**config.mk**
```make
export PLATFORM = sky130hd
export DESIGN_NAME = muldiv_unit_flat
export DESIGN_NICKNAME = d
export VERILOG_FILES = /design/src/rtl/muldiv_if.sv /design/src/rtl/muldiv_unit.sv /design/src/flat_wrapper.sv
export SDC_FILE = /design/constraint.sdc
export NUM_CORES = 1
export LEC_CHECK = 0
export BUFFER_PORTS_ARGS = -buffer_cell sky130_fd_sc_hd__buf_2
export CAP_MARGIN = 40
export CORE_MARGIN = 2
export CORE_UTILIZATION = 55
export CTS_CLUSTER_DIAMETER = 100
export CTS_CLUSTER_SIZE = 40
export DETAILED_ROUTE_END_ITERATION = 6
export GPL_TIMING_DRIVEN = 1
export PLACE_DENSITY = 0.82
export SYNTH_ARGS = -nofsm -noshare
export SYNTH_HDL_FRONTEND = slang
export SYNTH_SLANG_ARGS = --single-unit
```
**constraint.sdc**
```tcl
create_clock -name clk -period 5.77 [get_ports clk]
set_input_delay 0.2885 -clock clk [delete_from_list [all_inputs] [get_ports clk]]
set_output_delay 0.2885 -clock clk [all_outputs]
set_load 0.01 [all_outputs]
```
**src/rtl/muldiv_if.sv**
```systemverilog
// rtl/muldiv_if.sv - request/response bundle between decoder and the multiply/divide unit
// The master is the issuing pipeline; the slave is muldiv_unit.
interface muldiv_if #(parameter int DATA_W = 32);
  logic              start;
  logic [4:0]        alu_ctl;
  logic [DATA_W-1:0] op_a;
  logic [DATA_W-1:0] op_b;
  logic              busy;
  logic              done;
  logic [DATA_W-1:0] result;

  modport master (
    output start, alu_ctl, op_a, op_b,
    input  busy, done, result
  );

  modport slave (
    input  start, alu_ctl, op_a, op_b,
    output busy, done, result
  );
endinterface

```
**src/rtl/muldiv_unit.sv**
```systemverilog
// rtl/muldiv_unit.sv - iterative RV32M multiply/divide unit, fixed DATA_W-cycle latency
// Magnitudes are iterated in one shared 2*DATA_W work register; signs are restored at the end.
module muldiv_unit #(
  parameter int DATA_W = 32
) (
  input  logic     clk,
  input  logic     rst,
  muldiv_if.slave  bus
);

  localparam logic [4:0] OP_MUL   = 5'b00010;
  localparam logic [4:0] OP_MULH  = 5'b00011;
  localparam logic [4:0] OP_MULSU = 5'b00100;
  localparam logic [4:0] OP_MULU  = 5'b00101;
  localparam logic [4:0] OP_DIV   = 5'b00110;
  localparam logic [4:0] OP_DIVU  = 5'b00111;
  localparam logic [4:0] OP_REM   = 5'b01000;
  localparam logic [4:0] OP_REMU  = 5'b01001;
  localparam int CNT_W = $clog2(DATA_W + 1);

  typedef enum logic [1:0] {S_IDLE, S_CALC, S_DONE} state_e;

  state_e              state_q;
  logic [4:0]          op_q;
  logic [DATA_W-1:0]   opnd_q;
  logic [2*DATA_W-1:0] work_q;
  logic [CNT_W-1:0]    cnt_q;
  logic                neg_q;
  logic                rem_neg_q;
  logic                divz_q;
  logic                busy_q;
  logic                done_q;
  logic [DATA_W-1:0]   result_q;

  // Acceptance-side decode of the incoming request
  logic              start_ok;
  logic              in_div;
  logic              signed_a;
  logic              signed_b;
  logic              a_neg;
  logic              b_neg;
  logic [DATA_W-1:0] a_mag;
  logic [DATA_W-1:0] b_mag;

  always_comb begin
    start_ok = bus.start && (bus.alu_ctl >= OP_MUL) && (bus.alu_ctl <= OP_REMU);
    in_div   = (bus.alu_ctl >= OP_DIV);
    signed_a = (bus.alu_ctl == OP_MUL) || (bus.alu_ctl == OP_MULH) ||
               (bus.alu_ctl == OP_MULSU) || (bus.alu_ctl == OP_DIV) ||
               (bus.alu_ctl == OP_REM);
    signed_b = (bus.alu_ctl == OP_MUL) || (bus.alu_ctl == OP_MULH) ||
               (bus.alu_ctl == OP_DIV) || (bus.alu_ctl == OP_REM);
    a_neg    = signed_a && bus.op_a[DATA_W-1];
    b_neg    = signed_b && bus.op_b[DATA_W-1];
    a_mag    = a_neg ? (~bus.op_a + 1'b1) : bus.op_a;
    b_mag    = b_neg ? (~bus.op_b + 1'b1) : bus.op_b;
  end

  // One iteration step. Multiply: low half holds the multiplier and shifts out LSB first.
  // Divide: low half holds the dividend shifting out MSB first, quotient bits shift in.
  logic                is_div_q;
  logic [DATA_W:0]     mul_sum;
  logic [DATA_W:0]     div_shift;
  logic [DATA_W:0]     div_diff;
  logic                div_ge;
  logic [DATA_W-1:0]   div_rem_d;
  logic [2*DATA_W-1:0] step_d;

  always_comb begin
    is_div_q  = (op_q >= OP_DIV);
    mul_sum   = {1'b0, work_q[2*DATA_W-1:DATA_W]} +
                (work_q[0] ? {1'b0, opnd_q} : {(DATA_W+1){1'b0}});
    div_shift = {work_q[2*DATA_W-1:DATA_W], work_q[DATA_W-1]};
    div_diff  = div_shift - {1'b0, opnd_q};
    div_ge    = (div_shift >= {1'b0, opnd_q});
    div_rem_d = div_ge ? div_diff[DATA_W-1:0] : div_shift[DATA_W-1:0];
    if (is_div_q) begin
      step_d = {div_rem_d, work_q[DATA_W-2:0], div_ge};
    end else begin
      step_d = {mul_sum, work_q[DATA_W-1:1]};
    end
  end

  // Sign restoration and special cases applied to the value produced by the last step
  logic [2*DATA_W-1:0] prod_fix;
  logic [DATA_W-1:0]   quo_mag;
  logic [DATA_W-1:0]   rem_mag;
  logic [DATA_W-1:0]   final_d;

  always_comb begin
    prod_fix = neg_q ? (~step_d + 1'b1) : step_d;
    quo_mag  = step_d[DATA_W-1:0];
    rem_mag  = step_d[2*DATA_W-1:DATA_W];
    final_d  = '0;
    case (op_q)
      OP_MUL:   final_d = prod_fix[DATA_W-1:0];
      OP_MULH,
      OP_MULSU,
      OP_MULU:  final_d = prod_fix[2*DATA_W-1:DATA_W];
      OP_DIV:   final_d = divz_q ? '1 : (neg_q ? (~quo_mag + 1'b1) : quo_mag);
      OP_DIVU:  final_d = divz_q ? '1 : quo_mag;
      // With a zero divisor the remainder magnitude is |op_a|, so the sign fix returns op_a
      OP_REM:   final_d = rem_neg_q ? (~rem_mag + 1'b1) : rem_mag;
      OP_REMU:  final_d = rem_mag;
      default:  final_d = '0;
    endcase
  end

  always_ff @(posedge clk) begin
    if (rst) begin
      state_q   <= S_IDLE;
      op_q      <= '0;
      opnd_q    <= '0;
      work_q    <= '0;
      cnt_q     <= '0;
      neg_q     <= 1'b0;
      rem_neg_q <= 1'b0;
      divz_q    <= 1'b0;
      busy_q    <= 1'b0;
      done_q    <= 1'b0;
      result_q  <= '0;
    end else begin
      case (state_q)
        S_IDLE: begin
          done_q <= 1'b0;
          if (start_ok) begin
            op_q      <= bus.alu_ctl;
            opnd_q    <= in_div ? b_mag : a_mag;
            work_q    <= {{DATA_W{1'b0}}, (in_div ? a_mag : b_mag)};
            neg_q     <= a_neg ^ b_neg;
            rem_neg_q <= a_neg;
            divz_q    <= (bus.op_b == '0);
            cnt_q     <= CNT_W'(DATA_W);
            busy_q    <= 1'b1;
            state_q   <= S_CALC;
          end
        end
        S_CALC: begin
          work_q <= step_d;
          cnt_q  <= cnt_q - 1'b1;
          if (cnt_q == CNT_W'(1)) begin
            result_q <= final_d;
            done_q   <= 1'b1;
            state_q  <= S_DONE;
          end
        end
        S_DONE: begin
          done_q  <= 1'b0;
          busy_q  <= 1'b0;
          state_q <= S_IDLE;
        end
        default: begin
          done_q  <= 1'b0;
          busy_q  <= 1'b0;
          state_q <= S_IDLE;
        end
      endcase
    end
  end

  assign bus.busy   = busy_q;
  assign bus.done   = done_q;
  assign bus.result = result_q;

endmodule

```
**src/flat_wrapper.sv**
```systemverilog
// flat-port wrapper written by rule: the top's interface ports become plain ports
module muldiv_unit_flat 
#(
  parameter int DATA_W = 32
)
  (clk, rst, bus_start, bus_alu_ctl, bus_op_a, bus_op_b, bus_busy, bus_done, bus_result);
  muldiv_if #(.DATA_W(DATA_W)) bus_i ();
  input  logic clk;
  input  logic rst;
  input wire logic [$bits(bus_i.start)-1:0] bus_start;
  input wire logic [$bits(bus_i.alu_ctl)-1:0] bus_alu_ctl;
  input wire logic [$bits(bus_i.op_a)-1:0] bus_op_a;
  input wire logic [$bits(bus_i.op_b)-1:0] bus_op_b;
  output wire logic [$bits(bus_i.busy)-1:0] bus_busy;
  output wire logic [$bits(bus_i.done)-1:0] bus_done;
  output wire logic [$bits(bus_i.result)-1:0] bus_result;
  assign bus_i.start = bus_start;
  assign bus_i.alu_ctl = bus_alu_ctl;
  assign bus_i.op_a = bus_op_a;
  assign bus_i.op_b = bus_op_b;
  assign bus_busy = bus_i.busy;
  assign bus_done = bus_i.done;
  assign bus_result = bus_i.result;
  muldiv_unit #(.DATA_W(DATA_W)) u_core (.clk(clk), .rst(rst), .bus(bus_i));
endmodule
```
==> results of run 1 <==
==> kinds of logic after synthesis <==
| kind of cell | synth area share |
|---|---|
| and+or+nand+nor | 0.249 |
| AOI/OAI and AO/OA | 0.331 |
| buffers and inverters | 0.0517 |
| xor gates and xnor gates | 0.0894 |
| DFF | 0.192 |
| adders and majority gates | 0.0603 |
| muxes | 0.0268 |
==> layout make-up <==
class | instances | area share
sequential | 146 | 0.172
multi-input combinational | 1819 | 0.679
inverter | 67 | 0.0148
clock buffer | 17 | 0.0251
tap | 341 | 0.0251
timing repair buffer | 193 | 0.0709
clock inverter | 15 | 0.0125
==> how the worst max path moves through the flow <==
stage / depth (start not counted) / slack [ns] / to
finish: 16 / 0.25 / u_core.bus.result[26]$_SDFFE_PP0P_
global route: 17 / 0.13 / u_core.bus.result[22]$_SDFFE_PP0P_
CTS: 16 / 0.41 / u_core.bus.result[26]$_SDFFE_PP0P_
detailed placement: 16 / 0.42 / u_core.bus.result[26]$_SDFFE_PP0P_
global placement: 16 / 0.50 / u_core.bus.result[26]$_SDFFE_PP0P_
floorplan: 19 / 0.95 / u_core.bus.result[18]$_SDFFE_PP0P_
==> layout by cell type, fill, tap and decap left out, drive strengths merged, types with 38 or more instances in the layout <==
cell type and n:
a211oi 38, a21oi 206, a221oi 42, and2 44
buf 193, dfxtp 146, ha 70, inv 76
nand2 274, nand3 43, nor2 214, nor3 43
o21ai 171, xnor2 83, xor2 72
==> power by group through the flow <==
stage | logic (uW) | registers [uW] | clock network (uW)
after floorplan | 775 | 1080 | 0
after CTS | 1180 | 1080 | 1260
after global placement | 1170 | 1100 | 0
after detailed placement | 1170 | 1100 | 0
after global routing | 1310 | 1080 | 1290
final | 1230 | 1080 | 1260
==> flip-flops by register name (all words and copies together), names as in the netlist <==
name               count
u_core.cnt_q           6
u_core.bus.done        1
u_core.work_q         64
u_core.bus.busy        1
u_core.rem_neg_q       1
u_core.op_q            5
u_core.neg_q           1
u_core.opnd_q         32
u_core.bus.result     32
u_core.state_q         2
u_core.divz_q          1
==> worst max-delay path, stage by stage (launching register included) <==
cell and delay (ns):
dfxtp_1 0.36, inv_1 0.05, ha_1 0.47, nand4_2 0.26, nor4_1 0.49, a21o_1 0.22, o221a_2 0.46, nor4_1 0.12
buf_4 0.21, a221o_1 0.40, or2_2 0.39, nand4b_1 0.43, or4b_4 0.69, o41ai_1 0.47, xor2_1 0.12, a22oi_1 0.16
o21ai_1 0.09
==> routing by layer <==
metal	up-vias	share of wire	global-route usage
met5	-	0	0
met4	0	0.060	0.237
met3	199	0.12	0.118
met2	1226	0.42	0.641
met1	8469	0.40	0.564
li1	8173	-	-
==> per-stage QoR <==
stage               area [um2]  total power [uW]  cells
floorplan                15200              1860   2164
global placement         16300              2260   2563
CTS                      17000              3510   2598
global route             17000              3680   2598
finish                   17000              3570   2598
detailed placement       16300              2270   2566
==> key figures, run 1 <==
Setup path
  – Crit. Startpoint: u_core.opnd_q[8]$_SDFFE_PP0P_
  – Worst setup EP type: register
  – Required time worst endpoint: 6.08 ns
  – R2R setup slack: 0.25 ns
  – Critical setup path kind: reg -> reg
  – Worst r2r src: u_core.opnd_q[8]$_SDFFE_PP0P_
  – Arrival @ worst endpoint: 5.83 ns
  – Worst-path fanout max: 16
  – Cell depth of the worst flop-to-flop path: 16
  – Worst setup SP type: register
  – Worst flop-to-flop path endpoint: u_core.bus.result[26]$_SDFFE_PP0P_

Detailed routing
  – Avg WL per Cell: 24.4 um
  – Vias after detailed routing: 18100
  – Residual DRC: 0
  – Drt total wl: 63.5 mm
  – Vias per cell: 6.95
  – 1st-iter DRT viols: 2282
  – Residual antenna-violating net count after detailed routing: 0
  – DR pass1 iterations: 6

CTS
  – Hold buffer count at CTS: 0
  – CTS tree: done
  – Clk root buf: clkbuf_16
  – Clock-pin slew on the worst setup and hold paths: 0.07 ns
  – Clk_lat worst skew: 0.46 ns
  – CTS Sinks: 146
  – H-tree Lvls: 4
  – Clock Path Buffers: 2
  – Postcts setup bufs: 0
  – Post-CTS Resized: 0
  – CTS Buf Count: 17

Timing
  – Period utilization: 0.957
  – Clk_skew: 0.0175 ns
  – Worst hold margin: 0.100 ns
  – RSZ-0062 raised after global routing: no
  – Least-Margin Pin Slew: 1.11 ns
  – Final hold vios: 0
  – Final worst slack: 0.247 ns
  – Final setup violating endpoints: 0
  – Final min period: 5.52 ns
  – Setup TNS: 0 ns
  – Peak Freq: 181 MHz
  – Rel. slew slack: 0.257
  – Max Slew Vio Count: 0

Global routing
  – First-pass GRT wire length: 95.5 mm
  – Initial antenna violation count: 0
  – Grt total ovfl: 0
  – Pin count of the biggest net entering global routing: 86
  – Number of global-route vias before repair: 16400
  – GRT Resource Usage Total: 0.431

Synth
  – Yosys Warn Count: 0
  – Gate Count Post-Synth: 2164
  – Synth area leaders: dfxtp_1 (19%), nand2_1 (6.7%), a21oi_1 (6.7%), ha_1 (5.8%), nor2_1 (5.3%)
  – #FFs+latches synth: 146
  – Synth Flop Type: dfxtp_1
  – Post-synth top cells: nand2_1 (273), nor2_1 (214), a21oi_1 (204)
  – Net Count, Synth: 2308
  – Synth top area share: 0.192
  – Synth cell types: 93
  – Post-synth EDFFs: 0
  – Syn Area/Cell: 7.02 um2
  – Post-synthesis cell area: 0.0152 mm2
  – Cell taking the most area after synthesis: dfxtp_1
  – Count leader, synth: nand2_1
  – Async SR Flop Fraction: 0
  – Seq/Total Area, Yosys: 0.192

Worst hold path
  – Hold path start: bus_alu_ctl[0]
  – Hold Path Depth: 3
  – Worst hold endpoint: u_core.op_q[0]$_SDFFE_PP0P_
  – HP Class: in -> reg

Placement
  – Placer Congestion: 1.06
  – Post-DP HPWL: 49.1 mm
  – Port Buffer Count: 105
  – Place WS: 0.422 ns

Power and ir drop
  – Leakage power: 0.00702 uW
  – Clock Power Share: 0.353
  – P_sw: 1400 uW
  – Sequential Power Share: 0.303
  – Comb pwr share: 0.344
  – P_int: 2160 uW
  – PD cells: 210 mW/mm2
  – VDD IR max: 0.219 mV
  – Sw Ratio: 0.393

Cells and area
  – NumNets Final: 2388
  – Share of layout cells above drive strength 1: 0.125
  – Footprint of the multi-input gates: 0.0115 mm2
  – Sequential cell area: 0.00292 mm2
  – Filler cell count: 2552
  – Diode count: 0
  – P&R area growth vs syn: 11.7%
  – Finished Core Util: 0.628

Flow run
  – Max Cap Violations: 0

Floorplanning
  – Die Width: 170 um
  – Core Rows: 60
  – Die H: 170 um
  – Starting Density: 0.562
  – Core box area: 0.0270 mm2
  – Die area: 0.0290 mm2
  – I/O pins: 106

Run status
  – Status: complete, no violations
Power figures use the tool's default switching activity.
==> run 2: changes to the inputs <==
--- a/config.mk
+++ b/config.mk
@@ -8,12 +8,12 @@
 export BUFFER_PORTS_ARGS = -buffer_cell sky130_fd_sc_hd__buf_2
 export CAP_MARGIN = 40
 export CORE_MARGIN = 2
-export CORE_UTILIZATION = 55
+export CORE_UTILIZATION = 57
 export CTS_CLUSTER_DIAMETER = 100
 export CTS_CLUSTER_SIZE = 40
 export DETAILED_ROUTE_END_ITERATION = 6
 export GPL_TIMING_DRIVEN = 1
-export PLACE_DENSITY = 0.82
+export PLACE_DENSITY = 0.84
 export SYNTH_ARGS = -nofsm -noshare
 export SYNTH_HDL_FRONTEND = slang
 export SYNTH_SLANG_ARGS = --single-unit
==> key figures, run 2 (synthesis gave the netlist of run 1 again) <==
CTS
  – Postcts setup bufs: 0
  – CTS tree: done
  – Post-CTS Resized: 0
  – Clock Path Buffers: 2
  – H-tree Lvls: 4
  – Hold buffer count at CTS: 0
  – Clock-pin slew on the worst setup and hold paths: 0.08 ns
  – CTS Sinks: 146
  – Clk_lat worst skew: 0.45 ns
  – CTS Buf Count: 17
  – Clk root buf: clkbuf_16

Cells and area
  – Biggest register: u_core.work_q
  – Share of layout cells above drive strength 1: 0.123
  – Diode count: 0
  – Filler cell count: 2346
  – Flip-flop count of the largest register after layout: 64
  – Footprint of the multi-input gates: 0.0115 mm2
  – Sequential cell area: 0.00292 mm2
  – Most common cell after layout, fill and taps aside: nand2_1
  – Highest-count cells in the layout ignoring fill and taps: nand2_1 (272), nor2_1 (213), a21oi_1 (204)
  – Final instance area: 0.0170 mm2
  – NumNets Final: 2385
  – P&R area growth vs syn: 11.6%

Setup path
  – Worst setup SP type: register
  – Worst r2r src: u_core.work_q[0]$_SDFFE_PP0P_
  – Cell depth of the worst flop-to-flop path: 16
  – Crit. Startpoint: u_core.work_q[0]$_SDFFE_PP0P_
  – Worst setup EP type: register
  – Worst-path fanout max: 19
  – R2R setup slack: 0.34 ns
  – Critical setup path kind: reg -> reg
  – Worst flop-to-flop path endpoint: u_core.bus.result[31]$_SDFFE_PP0P_
  – Worst Setup EP: u_core.bus.result[31]$_SDFFE_PP0P_
  – Required time worst endpoint: 6.10 ns
  – Arrival @ worst endpoint: 5.76 ns

Timing
  – Rel. slew slack: 0.390
  – Least-Margin Pin Slew: 0.915 ns
  – Setup TNS: 0 ns
  – Final worst slack: 0.344 ns
  – Clk_skew: 0.0249 ns
  – Final hold vios: 0
  – Final setup violating endpoints: 0
  – RSZ-0062 raised after global routing: no
  – Period utilization: 0.940
  – Peak Freq: 184 MHz
  – Final min period: 5.43 ns
  – Max Slew Vio Count: 0
  – Worst hold margin: 0.104 ns

Floorplanning
  – Core box area: 0.0261 mm2
  – Die Width: 167 um
  – Starting Density: 0.581
  – Die H: 167 um
  – Core Rows: 59
  – I/O pins: 106
  – Die area: 0.0280 mm2

Detailed routing
  – Avg WL per Cell: 24.1 um
  – Vias per cell: 7.02
  – Residual DRC: 14
  – Drt total wl: 62.3 mm
  – Vias after detailed routing: 18200
  – DR pass1 iterations: 7
  – 1st-iter DRT viols: 2783
  – Residual antenna-violating net count after detailed routing: 0

Placement
  – Port Buffer Count: 105
  – Post-DP HPWL: 47.6 mm
  – Area after DPL: 0.0163 mm2
  – Place WS: 0.500 ns
  – Placer Congestion: 1.07

Global routing
  – Grt total ovfl: 0
  – Pin count of the biggest net entering global routing: 86
  – GRT Resource Usage Total: 0.432
  – Initial antenna violation count: 1
  – First-pass GRT wire length: 94.8 mm
  – Number of global-route vias before repair: 16300

Run status
  – Status: complete, but fails checks
  – Violated checks: design-rule violations

Power and ir drop
  – Leakage power: 0.00701 uW
  – VDD IR max: 0.204 mV
  – PD cells: 208 mW/mm2

Flow run
  – Max Cap Violations: 0

Worst hold path
  – HP Class: in -> reg
[run 2: cell count changes in the layout (fill, tap and decap cells not counted), sizes merged]
cell,change
clkinv,+5
inv,-4
buf,-3
bufinv,-1
[run 2: metrics by stage]
stage,utilization,std cells,total power [uW]
2_1_floorplan,-,2164,1860
3_3_place_gp,0.623,2553,2230
3_5_place_dp,0.624,2556,2250
4_1_cts,0.649,2588,3470
5_1_grt,0.649,2589,3630
6_report,0.649,2589,3520
[run 2: how the worst min path moves through the flow]
stage                                                  from                           endpoint  slack, ns  cells past startpoint
after CTS                                    bus_alu_ctl[0]        u_core.op_q[0]$_SDFFE_PP0P_       0.11                      3
final                                        bus_alu_ctl[0]        u_core.op_q[0]$_SDFFE_PP0P_       0.10                      3
after detailed placement  u_core.bus.result[8]$_SDFFE_PP0P_  u_core.bus.result[8]$_SDFFE_PP0P_       0.45                      2
after global placement    u_core.bus.result[7]$_SDFFE_PP0P_  u_core.bus.result[7]$_SDFFE_PP0P_       0.44                      2
after floorplan                              bus_alu_ctl[1]        u_core.op_q[1]$_SDFFE_PP0P_       0.42                      2
after global routing                         bus_alu_ctl[0]        u_core.op_q[0]$_SDFFE_PP0P_       0.13                      3
[run 2: report_power, final]
part	internal, uW	leakage [uW]	total, uW	switching (uW)
Sequential	1040	0.00118	1080	37.7
Combinational	416	0.00552	1210	796
Clock	669	0.000311	1240	567
Total	2120	0.00701	3520	1400
[run 2: layout make-up]
cell class	count	share of cell area
Clock buffer	17	0.0251
Clock inverter	15	0.0126
Inverter	67	0.0148
Multi-Input combinational cell	1819	0.680
Sequential cell	146	0.172
Tap cell	335	0.0247
Timing Repair Buffer	190	0.0705
[run 2: critical path, stage by stage, from the launching register on]
cell and delay [ns]:
dfxtp_1 0.55, and2_1 0.30, ha_1 0.21, fa_1 0.41, a21o_1 0.24, a221oi_1 0.44, nand4_1 0.32, a31oi_1 0.39
o21ai_0 0.25, xor2_1 0.21, a211o_1 0.33, nor3_1 0.36, nand4b_1 0.17, nor2_1 0.18, or4b_1 0.49, and3_1 0.19
o31a_1 0.28
[run 2: per-layer routing]
layer  GRT usage  up-vias  routed length, um
li1            -     8167                  -
met1       0.580     8458              24700
met2       0.648     1304              26000
met3      0.0967      252               7680
met4       0.226        0               3930
met5           0        -                  0
